[src/rtl/mul_red_pkg.sv]
// ============================================================================
//  Module   : mul_red_pkg
//  Purpose  : Shared constants and encodings for the Kyber/Dilithium
//             multiply-reduce pipeline: default moduli, sel_a operand
//             alignment encodings and the lane-mode encoding.
//  Ports    : none (package)
//  Revision : 1.0 - initial release
// ============================================================================
`default_nettype none

package mul_red_pkg;

    // Default moduli
    localparam int KQ_DEFAULT = 3329;
    localparam int DQ_DEFAULT = 8380417;

    // Operand-alignment selector: which butterfly flavour feeds this beat
    typedef enum logic [1:0] {
        SEL_K2_NTT  = 2'd0,
        SEL_K4_NTT  = 2'd1,
        SEL_K4_INTT = 2'd2,
        SEL_K2_INTT = 2'd3
    } sel_e;

    // Lane mode: two independent 12-bit Kyber lanes, or one Dilithium word
    typedef enum logic {
        MODE_KYBER = 1'b0,
        MODE_DIL   = 1'b1
    } mode_e;

endpackage : mul_red_pkg

`default_nettype wire

[src/rtl/mul_red_pipe_if.sv]
// ============================================================================
//  Module   : mul_red_pipe_if
//  Purpose  : Valid/ready operand and result bundle of mul_red_pipe.
//  Signals  : in_valid/in_ready, A, w, mul_red_mode, sel_a   (operand side)
//             out_valid/out_ready, result, range_err          (result side)
//  Modports : master - the producer/consumer around the unit
//             slave  - the multiply-reduce unit itself
//  Config   : range_err exists only when MUL_RED_RANGE_CHK_EN is defined.
//  Revision : 1.0 - initial release
// ============================================================================
`default_nettype none

interface mul_red_pipe_if;

    logic        in_valid;
    logic        in_ready;
    logic [23:0] A;             // {A_high, A_low}
    logic [23:0] w;             // {w_high, w_low}
    logic        mul_red_mode;  // 0 = Kyber dual lane, 1 = Dilithium
    logic [1:0]  sel_a;
    logic        out_valid;
    logic        out_ready;
    logic [23:0] result;
`ifdef MUL_RED_RANGE_CHK_EN
    logic        range_err;
`endif

    modport master (
        output in_valid, A, w, mul_red_mode, sel_a, out_ready,
`ifdef MUL_RED_RANGE_CHK_EN
        input  range_err,
`endif
        input  in_ready, out_valid, result
    );

    modport slave (
        input  in_valid, A, w, mul_red_mode, sel_a, out_ready,
`ifdef MUL_RED_RANGE_CHK_EN
        output range_err,
`endif
        output in_ready, out_valid, result
    );

endinterface : mul_red_pipe_if

`default_nettype wire

[src/rtl/mul_red_dly.sv]
// ============================================================================
//  Module   : mul_red_dly
//  Purpose  : Enable-gated shift-register delay line. q is the value of d
//             sampled DEPTH enabled cycles earlier (DEPTH=0: pass-through).
//  Ports    : clk, rst (async, active-high), en, d[WIDTH], q[WIDTH]
//  Revision : 1.0 - initial release
// ============================================================================
`default_nettype none

module mul_red_dly #(
    parameter int WIDTH = 12,
    parameter int DEPTH = 4
) (
    input  wire              clk,
    input  wire              rst,
    input  wire              en,
    input  wire [WIDTH-1:0]  d,
    output logic [WIDTH-1:0] q
);

    generate
        if (DEPTH == 0) begin : g_pass
            assign q = d;
        end else begin : g_sr
            logic [WIDTH-1:0] r_sr [DEPTH];

            always_ff @(posedge clk or posedge rst) begin
                if (rst) begin
                    for (int i = 0; i < DEPTH; i++) begin
                        r_sr[i] <= '0;
                    end
                end else if (en) begin
                    r_sr[0] <= d;
                    for (int i = 1; i < DEPTH; i++) begin
                        r_sr[i] <= r_sr[i-1];
                    end
                end
            end

            assign q = r_sr[DEPTH-1];
        end
    endgenerate

endmodule : mul_red_dly

`default_nettype wire

[src/rtl/mul_red_pipe.sv]
// ============================================================================
//  Module   : mul_red_pipe
//  Purpose  : Stall-capable unified Kyber/Dilithium multiply-reduce unit.
//             Kyber mode   : {A_hi*w_hi mod KQ, A_lo*w_lo mod KQ}
//             Dilithium    : {1'b0, (P1*2^24 + P0*2^12) mod DQ}
//             Latency 3+RED_STAGES advancing cycles, in order, both modes.
//  Ports    : clk, rst (async, active-high)
//             bus : mul_red_pipe_if.slave (valid/ready operand and result)
//  Config   : MUL_RED_RANGE_CHK_EN adds the range_err flag on the bus.
//  Revision : 1.0 - initial release
// ============================================================================
`default_nettype none

module mul_red_pipe
    import mul_red_pkg::*;
#(
    parameter int KQ         = KQ_DEFAULT,
    parameter int DQ         = DQ_DEFAULT,
    parameter int RED_STAGES = 1,          // 1..3
    parameter int DLY_K4N_AH = 4,
    parameter int DLY_K4N_WH = 5,
    parameter int DLY_K4N_WL = 4,
    parameter int DLY_K4I_AH = 2
) (
    input  wire           clk,
    input  wire           rst,
    mul_red_pipe_if.slave bus
);

    // ------------------------------------------------------------------
    // Global advance: the whole pipe freezes only while a valid result
    // is waiting on a consumer that is not ready.
    // ------------------------------------------------------------------
    logic r_out_valid;
    logic w_en;

    assign w_en         = ~(r_out_valid & ~bus.out_ready);
    assign bus.in_ready = w_en;

    // ------------------------------------------------------------------
    // Operand alignment: delay lines run on every advance, independent of
    // in_valid, so the delayed taps track the operand stream position.
    // ------------------------------------------------------------------
    logic [11:0] w_ah_k4n, w_ah_k4i, w_wh_k4n, w_wl_k4n;

    mul_red_dly #(.WIDTH(12), .DEPTH(DLY_K4N_AH)) u_dly_ah_k4n (
        .clk(clk), .rst(rst), .en(w_en), .d(bus.A[23:12]), .q(w_ah_k4n));
    mul_red_dly #(.WIDTH(12), .DEPTH(DLY_K4I_AH)) u_dly_ah_k4i (
        .clk(clk), .rst(rst), .en(w_en), .d(bus.A[23:12]), .q(w_ah_k4i));
    mul_red_dly #(.WIDTH(12), .DEPTH(DLY_K4N_WH)) u_dly_wh_k4n (
        .clk(clk), .rst(rst), .en(w_en), .d(bus.w[23:12]), .q(w_wh_k4n));
    mul_red_dly #(.WIDTH(12), .DEPTH(DLY_K4N_WL)) u_dly_wl_k4n (
        .clk(clk), .rst(rst), .en(w_en), .d(bus.w[11:0]),  .q(w_wl_k4n));

    logic [11:0] w_ah, w_al, w_wh, w_wl;

    always_comb begin
        w_ah = bus.A[23:12];
        w_al = bus.A[11:0];            // low A half is never delayed
        w_wh = bus.w[23:12];
        w_wl = bus.w[11:0];
        case (sel_e'(bus.sel_a))
            SEL_K4_NTT: begin
                w_ah = w_ah_k4n;
                w_wh = w_wh_k4n;
                w_wl = w_wl_k4n;
            end
            SEL_K4_INTT: w_ah = w_ah_k4i;
            default: ;
        endcase
    end

    // ------------------------------------------------------------------
    // S1: partial products
    // ------------------------------------------------------------------
    logic        r_s1_vld;
    mode_e       r_s1_mode;
    logic [23:0] r_s1_p1, r_s1_p0;

    always_ff @(posedge clk or posedge rst) begin
        if (rst) begin
            r_s1_vld  <= 1'b0;
            r_s1_mode <= MODE_KYBER;
            r_s1_p1   <= '0;
            r_s1_p0   <= '0;
        end else if (w_en) begin
            r_s1_vld  <= bus.in_valid;
            r_s1_mode <= mode_e'(bus.mul_red_mode);
            r_s1_p1   <= 24'(w_ah) * 24'(w_wh);
            r_s1_p0   <= 24'(w_al) * 24'(w_wl);
        end
    end

    // ------------------------------------------------------------------
    // S2: Dilithium recombination, Kyber lanes pass through
    // ------------------------------------------------------------------
    logic        r_s2_vld;
    mode_e       r_s2_mode;
    logic [23:0] r_s2_p1, r_s2_p0;
    logic [47:0] r_s2_s;

    always_ff @(posedge clk or posedge rst) begin
        if (rst) begin
            r_s2_vld  <= 1'b0;
            r_s2_mode <= MODE_KYBER;
            r_s2_p1   <= '0;
            r_s2_p0   <= '0;
            r_s2_s    <= '0;
        end else if (w_en) begin
            r_s2_vld  <= r_s1_vld;
            r_s2_mode <= r_s1_mode;
            r_s2_p1   <= r_s1_p1;
            r_s2_p0   <= r_s1_p0;
            r_s2_s    <= {r_s1_p1, 24'd0} + {12'd0, r_s1_p0, 12'd0};
        end
    end

    // ------------------------------------------------------------------
    // Reduction: residue formed in front of the first reducer register,
    // remaining RED_STAGES-1 registers give the reducers retiming room.
    // ------------------------------------------------------------------
    logic [23:0] w_red;

    assign w_red = (r_s2_mode == MODE_DIL)
                 ? {1'b0, 23'(r_s2_s % 48'(DQ))}
                 : {12'(r_s2_p1 % 24'(KQ)), 12'(r_s2_p0 % 24'(KQ))};

    logic [23:0] r_red_data [RED_STAGES];
    logic        r_red_vld  [RED_STAGES];

    always_ff @(posedge clk or posedge rst) begin
        if (rst) begin
            for (int i = 0; i < RED_STAGES; i++) begin
                r_red_data[i] <= '0;
                r_red_vld[i]  <= 1'b0;
            end
        end else if (w_en) begin
            r_red_data[0] <= w_red;
            r_red_vld[0]  <= r_s2_vld;
            for (int i = 1; i < RED_STAGES; i++) begin
                r_red_data[i] <= r_red_data[i-1];
                r_red_vld[i]  <= r_red_vld[i-1];
            end
        end
    end

    // ------------------------------------------------------------------
    // Output register: result only moves on a valid beat, so it holds
    // across bubbles and across stalls.
    // ------------------------------------------------------------------
    logic [23:0] r_result;

    always_ff @(posedge clk or posedge rst) begin
        if (rst) begin
            r_out_valid <= 1'b0;
            r_result    <= '0;
        end else if (w_en) begin
            r_out_valid <= r_red_vld[RED_STAGES-1];
            if (r_red_vld[RED_STAGES-1]) begin
                r_result <= r_red_data[RED_STAGES-1];
            end
        end
    end

    assign bus.out_valid = r_out_valid;
    assign bus.result    = r_result;

`ifdef MUL_RED_RANGE_CHK_EN
    // ------------------------------------------------------------------
    // Operand range flag, judged on the operands that actually enter the
    // multipliers and carried alongside the beat.
    // ------------------------------------------------------------------
    logic w_rerr;
    logic r_s1_rerr, r_s2_rerr, r_range_err;
    logic r_red_rerr [RED_STAGES];

    assign w_rerr = (mode_e'(bus.mul_red_mode) == MODE_DIL)
                  ? (({w_ah, w_al} >= 24'(DQ)) | ({w_wh, w_wl} >= 24'(DQ)))
                  : ((w_ah >= 12'(KQ)) | (w_al >= 12'(KQ)) |
                     (w_wh >= 12'(KQ)) | (w_wl >= 12'(KQ)));

    always_ff @(posedge clk or posedge rst) begin
        if (rst) begin
            r_s1_rerr   <= 1'b0;
            r_s2_rerr   <= 1'b0;
            r_range_err <= 1'b0;
            for (int i = 0; i < RED_STAGES; i++) begin
                r_red_rerr[i] <= 1'b0;
            end
        end else if (w_en) begin
            r_s1_rerr     <= w_rerr;
            r_s2_rerr     <= r_s1_rerr;
            r_red_rerr[0] <= r_s2_rerr;
            for (int i = 1; i < RED_STAGES; i++) begin
                r_red_rerr[i] <= r_red_rerr[i-1];
            end
            r_range_err   <= r_red_rerr[RED_STAGES-1];
        end
    end

    assign bus.range_err = r_range_err;
`endif

endmodule : mul_red_pipe

`default_nettype wire
[src/flat_wrapper.sv]
// flat-port wrapper written by rule: the top's interface ports become plain ports
module mul_red_pipe_flat import mul_red_pkg::*;
#(
    parameter int KQ         = KQ_DEFAULT,
    parameter int DQ         = DQ_DEFAULT,
    parameter int RED_STAGES = 1,                 
    parameter int DLY_K4N_AH = 4,
    parameter int DLY_K4N_WH = 5,
    parameter int DLY_K4N_WL = 4,
    parameter int DLY_K4I_AH = 2
)
  (clk, rst, bus_in_valid, bus_A, bus_w, bus_mul_red_mode, bus_sel_a, bus_out_ready, bus_in_ready, bus_out_valid, bus_result);
  mul_red_pipe_if bus_i ();
  input  wire clk;
  input  wire rst;
  input wire logic [$bits(bus_i.in_valid)-1:0] bus_in_valid;
  input wire logic [$bits(bus_i.A)-1:0] bus_A;
  input wire logic [$bits(bus_i.w)-1:0] bus_w;
  input wire logic [$bits(bus_i.mul_red_mode)-1:0] bus_mul_red_mode;
  input wire logic [$bits(bus_i.sel_a)-1:0] bus_sel_a;
  input wire logic [$bits(bus_i.out_ready)-1:0] bus_out_ready;
  output wire logic [$bits(bus_i.in_ready)-1:0] bus_in_ready;
  output wire logic [$bits(bus_i.out_valid)-1:0] bus_out_valid;
  output wire logic [$bits(bus_i.result)-1:0] bus_result;
  assign bus_i.in_valid = bus_in_valid;
  assign bus_i.A = bus_A;
  assign bus_i.w = bus_w;
  assign bus_i.mul_red_mode = bus_mul_red_mode;
  assign bus_i.sel_a = bus_sel_a;
  assign bus_i.out_ready = bus_out_ready;
  assign bus_in_ready = bus_i.in_ready;
  assign bus_out_valid = bus_i.out_valid;
  assign bus_result = bus_i.result;
  mul_red_pipe #(.KQ(KQ), .DQ(DQ), .RED_STAGES(RED_STAGES), .DLY_K4N_AH(DLY_K4N_AH), .DLY_K4N_WH(DLY_K4N_WH), .DLY_K4N_WL(DLY_K4N_WL), .DLY_K4I_AH(DLY_K4I_AH)) u_core (.clk(clk), .rst(rst), .bus(bus_i));
endmodule
[config.mk]
export PLATFORM = sky130hd
export DESIGN_NAME = mul_red_pipe_flat
export DESIGN_NICKNAME = d
export VERILOG_FILES = /design/src/rtl/mul_red_pkg.sv /design/src/rtl/mul_red_pipe_if.sv /design/src/rtl/mul_red_dly.sv /design/src/rtl/mul_red_pipe.sv /design/src/flat_wrapper.sv
export SDC_FILE = /design/constraint.sdc
export NUM_CORES = 2
export LEC_CHECK = 0
export ABC_CLOCK_PERIOD_IN_PS = 50200
export BUFFER_PORTS_ARGS = -buffer_cell sky130_fd_sc_hd__buf_2
export CELL_PAD_IN_SITES_DETAIL_PLACEMENT = 1
export CELL_PAD_IN_SITES_GLOBAL_PLACEMENT = 1
export CORE_MARGIN = 5
export CORE_UTILIZATION = 50
export CTS_BUF_LIST = sky130_fd_sc_hd__clkbuf_4
export DETAILED_ROUTE_END_ITERATION = 10
export GPL_TIMING_DRIVEN = 0
export HOLD_SLACK_MARGIN = 0.1
export PLACE_DENSITY = 0.89
export REMOVE_ABC_BUFFERS = 1
export SETUP_SLACK_MARGIN = 0.1
export SYNTH_ARGS = -nofsm -noshare
export SYNTH_HDL_FRONTEND = slang
export SYNTH_SLANG_ARGS = --single-unit
[constraint.sdc]
create_clock -name clk -period 50.2 [get_ports clk]
set_input_delay 0 -clock clk [delete_from_list [all_inputs] [get_ports clk]]
set_output_delay 0 -clock clk [all_outputs]
set_load 0.05 [all_outputs]
== After elaboration in Yosys (flattened, before gate mapping) ==
Cells that the tools add are included.
Cells by class
  $add $sub $neg: 1
  multiply operators: 2
  divide/modulo/power cells: 3
  $lt $le $gt $ge: 0
  equal/unequal tests: 2
  shifts and indexed selects: 0
  muxes and demuxes: 4
  bitwise operators: 3
  reduce and logical (&&, ||, !) cells: 1
Operator list (number)
  48-bit by 36-bit adder with 48-bit output: 1
  24-bit by 12-bit modulo with 24-bit output (second input constant): 2
  48-bit by 23-bit modulo with 48-bit output (second input constant): 1
  12-bit by 12-bit multiplier with 24-bit output: 2
  12-bit 2-to-1 mux: 2
  24-bit 2-to-1 mux: 1
  12-bit one-hot mux with 2 select lines: 1
  2-bit by 1-bit equality test with 1-bit output (second input constant): 1
  2-bit equality test (second input constant): 1
  1-bit NOT: 2
  2-bit AND reduction: 1
  1-bit bitwise AND: 1
Word-level totals
  register bits after elaboration: 354
  latch bits: 0
  RAM bits: 0
  bits in read-only memories: 0
  bits of input ports: 55
  output and inout bits: 26
  memories: 0

== Depth between registers and ports, before layout ==
  word-level depth: 4
  mapped depth: 190
  depth with buffers taken out: 143

== By module ==
A second synthesis with hierarchy kept.
Second synthesis, totals
  cell total of the unflattened synthesis: 6870
  area, all modules: 54657.4 sq um
Modules (own cells, without submodules)
  mul_red_pipe: times used 1, cells an instance 6438, area an instance 47030.1 sq um
  mul_red_dly at u_core.u_dly_ah_k4n ...: times used 2, cells an instance 114, area an instance 1954.4 sq um
  mul_red_dly at u_core.u_dly_wh_k4n: times used 1, cells an instance 140, area an instance 2627.5 sq um
  mul_red_dly at u_core.u_dly_ah_k4i: times used 1, cells an instance 64, area an instance 1091.0 sq um

== Worst setup path before layout ==
Ideal clock, no wire load.
  kind: register to register
  start: reg u_core.r_s2_s[43]
  end: reg u_core.r_red_data[11] (netlist bit)
  setup time: 0.110 ns
  arrival: 41.589 ns
  data required time: 50.090 ns
  path slack: 8.501 ns
  cell stages (with the launch flop): 182
  path buffers: 40
  clock period less this slack: 41.699 ns
  cells stage by stage: dfrtp_1 clkbuf_8 nand4_4 or3_4 buf_6 nor2_4 mux2_2 a21o_1 a2111oi_4 o211ai_2 or3_1 a211oi_1 o21ai_0 o31ai_4 buf_6 nand4_2 a22oi_4 nand4_4 [146 not listed] nor2_1 nand4b_1 a21oi_1 nor3b_4 o31ai_4 inv_2 buf_6 buf_6 ha_1 nor2_1 nand2_1 nor3_1 nand3_2 nor4b_4 o31a_4 buf_8 nor4_1 o41ai_1
On the way
  longest elaborated chain between the ends: 2
RTL lines
  start: declaration: RTL line mul_red_pipe.sv:100  | logic [47:0] r_s2_s;
  start signal: assignment: RTL line mul_red_pipe.sv:114  | r_s2_s <= {r_s1_p1, 24'd0} + {12'd0, r_s1_p0, 12'd0};
  48-bit by 23-bit modulo with 48-bit output: RTL line mul_red_pipe.sv:125  | ? {1'b0, 23'(r_s2_s % 48'(DQ))}
  24-bit 2-to-1 mux: RTL line mul_red_pipe.sv:125
  end signal: indexed assignment: RTL line mul_red_pipe.sv:141  | r_red_data[i] <= r_red_data[i-1];
  end: declaration: RTL line mul_red_pipe.sv:128  | logic [23:0] r_red_data [RED_STAGES];
No other way between the ends.
A chain may end at the register's enable or synchronous reset.

== Final worst setup path ==
  start: reg u_core.r_s2_s[43]
  end: reg u_core.r_red_data[2] (netlist bit)
Same word-level chain as after synthesis.

==> run summary <==
The run finished with clean final reports. Yosys mapped a number of flops with a built-in enable equal to 0. The area added between synthesis and finish came out at 6.07%. The yosys synthesis warning count is 0. The initial antenna violation count came out at 12. At the pin with the least slew margin, the transition time is 1.41 ns. The share of the Yosys chip area taken by registers is 0.144. The total vias in the final route came out at 62500. The required time at the endpoint of the critical path is 50.97 ns. The residual overflow from global routing came out at 0. The cell count after synthesis came out at 7417.

The number of clock sinks is 330. The antenna violation net count after detailed routing came out at 0. Dividing the final minimum period by the clock period gives 0.967. TritonCTS built the clock tree. The number of vias per cell after detailed routing is 6.94. The clock latency reported for the late side of the worst-skew pair came out at 0.99 ns.

The filler cell count in the final layout came out at 14200. The detailed-route DRC error count is 0. Of all nets on the critical path, the largest fanout is 38. The top-area cell type share of the netlist area came out at 0.144.

The minimum setup slack in the final design is 1.68 ns. The initial DRC count came out at 5573. The clock period minus final worst setup slack is 48.52 ns. The flip-flop cell with the highest count after synthesis is sky130_fd_sc_hd__dfrtp_1. The worst setup path is launched from a register.

The first-pass iteration count of the detailed router came out at 7. The async set-reset flop share out of synthesis came out at 1.00. The number of nets at the end of the flow came out at 7849. The most numerous cell type found on the critical path is sky130_fd_sc_hd__ha_1.

The final worst hold slack is 0.276 ns. The count of endpoints failing hold in the final timing report was 0. The post-place setup slack came out at -3.59 ns.

The sum of routed wire length over all layers is 237000 um. The floorplan step defined a core boundary enclosing 114000 um^2. The first-pass GRT wire length is 367000 um. The final estimated routing congestion in global placement came out at 0.943.

The number of top-level pins came out at 81. Setup violations remaining at the end of the flow were counted as 0. The critical path endpoint category is a register. The critical path class is register to register. The clock tree synthesis step divided the H-tree into 3 levels.

Of all cell types, the one taking the most synthesized area is sky130_fd_sc_hd__dfrtp_1. The average instance area after synthesis came out at 7.72 um^2. The number of standard-cell rows in the floorplan came out at 124. Entering global routing, the biggest net connects 134 pins. The headroom to the max-slew limit is 0.0340. The global router's overall resource usage came out at 0.369. The number of synthesized register bits is 330. The timing-limited maximum frequency is 20.6 MHz. The path class of the tightest hold or removal check is primary input to register.

The delay of the slowest critical-path stage came out at 0.76 ns. The maximum clock insertion buffer count is 3. The share of layout cells above drive strength 1 is 0.149. The overall die area came out at 121000 um^2. The utilization of the core after routing is 0.533. Input and output buffers added on the ports amount to 80.

The y dimension of the die came out at 348 um. The post-route clock skew is 0.127 ns. The total clock buffers created by CTS is 88.

After detailed routing, the average wire length per cell comes to 26.3 um. At the worst endpoint, the arrival time is 49.30 ns. The horizontal die dimension came out at 348 um.

The count of pins over their slew limit is 0. For this configuration, the core starts out at a cell density of 0.502. The post-detailed-placement half-perimeter wirelength came out at 155000 um. The netlist area before placement is 57200 um^2. The distinct cell type count of the synthesized netlist came out at 216. The largest individual stage delay along the critical path comes from the cell sky130_fd_sc_hd__a311oi_1. The via count of the first global-routing pass came out at 64400. After synthesis, the cell types taking the most area are sky130_fd_sc_hd__dfrtp_1 (14%), sky130_fd_sc_hd__nand2_1 (8.6%), sky130_fd_sc_hd__fa_1 (7.0%). Clock-pin slew was measured on the worst setup and hold paths at 0.09 ns. Max-cap violations in this run came to 0. The tree is rooted in a sky130_fd_sc_hd__clkbuf_4.
==> critical path: cells and delay by family (launching register included) <==
kind	cells	cell delay, ns
flops	1	0.52
buf+inv	13	3.64
fa+ha+maj	12	4.74
simple gates	53	17.73
mux	2	0.84
xor+xnor	2	0.66
compound gates	59	19.89
==> stage by stage <==
stage | TNS (ns) | instances | cell area (um^2)
4_1_cts | 0 | 8961 | 60200
6_report | 0 | 9006 | 60700
3_5_place_dp | -76.52 | 8686 | 57700
2_1_floorplan | 0 | 7075 | 55000
3_3_place_gp | -81.55 | 8667 | 57300
5_1_grt | -0.397 | 9004 | 60700
==> registers in the layout, indices dropped and copies added (netlist names), 12 cells and up <==
register and cells:
u_core.bus.result 24, u_core.r_red_data 24, u_core.r_s1_p0 24, u_core.r_s1_p1 24, u_core.r_s2_p0 24, u_core.r_s2_p1 24
u_core.r_s2_s 24, u_core.u_dly_ah_k4n.g_sr.r_sr 36, u_core.u_dly_ah_k4n.q 12, u_core.u_dly_wh_k4n.g_sr.r_sr 48, u_core.u_dly_wh_k4n.q 12, u_core.u_dly_wl_k4n.g_sr.r_sr 36
u_core.u_dly_wl_k4n.q 12
==> final timing paths <==
check,from,endpoint,slack (ns),depth (start not counted)
min in group asynchronous,rst,u_core.u_dly_wl_k4n.q[6],0.41,4
hold reg to reg,u_core.r_red_data[2],u_core.r_red_data[2],0.49,1
max in group asynchronous,rst,u_core.u_dly_ah_k4n.g_sr.r_sr[32],48.10,6
setup / recovery,u_core.r_s2_s[43],u_core.r_red_data[2],1.68,141
setup reg to reg,u_core.r_s2_s[43],u_core.r_red_data[2],1.68,141
hold / removal,bus_A[12],u_core.r_s1_p1[0],0.28,5
==> layout make-up <==
cell class | instances | area, um^2 | area share
clock buffers | 118 | 886 | 0.0146
diodes | 3 | 7.51 | 0.000124
clock inverters | 30 | 200 | 0.00330
flip-flops and latches | 330 | 8260 | 0.136
multi-input cells | 6335 | 45600 | 0.751
well taps | 1512 | 1890 | 0.0312
repair buffers | 263 | 2280 | 0.0375
inverters | 415 | 1620 | 0.0266
==> kinds of logic (layout without fill, tap and decap cells) <==
family | count (synthesis) | after routing | synth area share
AOI/OAI and AO/OA | 1851 | 1855 | 0.255
DFF | 330 | 330 | 0.144
other | 0 | 3 | 0
and+or+nand+nor | 3381 | 3381 | 0.306
buffers and inverters | 757 | 826 | 0.0675
muxes | 169 | 169 | 0.0325
adders and majority gates | 378 | 378 | 0.108
xor gates and xnor gates | 551 | 552 | 0.0866
==> what timing repair did <==
action	4_1_cts	5_1_grt
resized for setup	22	36
cloned	3	2
buffers inserted	5	39
setup endpoints to repair	23	23
hold endpoints to repair	425	0
pin swaps	6	14
hold buffers	119	0
==> routing by layer <==
metal	GRT usage	vias to the layer above	routed length, um
li1	-	26900	-
met1	0.424	30900	88200
met2	0.632	3387	113000
met3	0.0701	1283	17500
met4	0.237	8	18500
met5	0	-	48
==> cell usage after synthesis (all sizes together), types with 67 or more instances <==
| cell | instances |
|---|---|
| buf | 117 |
| nand3 | 210 |
| and3 | 86 |
| nand4 | 102 |
| mux2i | 85 |
| nor4 | 101 |
| a21oi | 341 |
| inv | 411 |
| nor2 | 573 |
| o21ai | 391 |
| and2 | 164 |
| a31oi | 88 |
| mux2 | 84 |
| o211ai | 83 |
| nor3 | 263 |
| or3 | 139 |
| fa | 201 |
| a21o | 67 |
| or2 | 86 |
| ha | 160 |
| clkbuf | 219 |
| nand2 | 1331 |
| a211oi | 74 |
| xnor2 | 401 |
| dfrtp | 330 |
| xor2 | 149 |
| o31ai | 89 |
==> placed cells by master, fill, tap and decap left out, types with 58 or more instances in the layout <==
cell,instances
sky130_fd_sc_hd__nand2_1,1315
sky130_fd_sc_hd__nor2_1,560
sky130_fd_sc_hd__inv_1,397
sky130_fd_sc_hd__xnor2_1,385
sky130_fd_sc_hd__dfrtp_1,328
sky130_fd_sc_hd__a21oi_1,318
sky130_fd_sc_hd__o21ai_0,306
sky130_fd_sc_hd__nor3_1,226
sky130_fd_sc_hd__fa_1,201
sky130_fd_sc_hd__nand3_1,198
sky130_fd_sc_hd__ha_1,158
sky130_fd_sc_hd__xor2_1,144
sky130_fd_sc_hd__and2_1,126
sky130_fd_sc_hd__dlygate4sd3_1,119
sky130_fd_sc_hd__clkbuf_4,118
sky130_fd_sc_hd__or3_1,98
sky130_fd_sc_hd__nand4_1,92
sky130_fd_sc_hd__a31oi_1,83
sky130_fd_sc_hd__buf_2,80
sky130_fd_sc_hd__mux2i_1,78
sky130_fd_sc_hd__mux2_2,75
sky130_fd_sc_hd__nor4_1,71
sky130_fd_sc_hd__o31ai_1,70
sky130_fd_sc_hd__o211ai_1,68
sky130_fd_sc_hd__o21ai_1,64
sky130_fd_sc_hd__and3_1,60
sky130_fd_sc_hd__a211oi_1,58
Power is not shown: default switching activity piles up to over one toggle a cycle in this logic, so the estimate is an artifact.
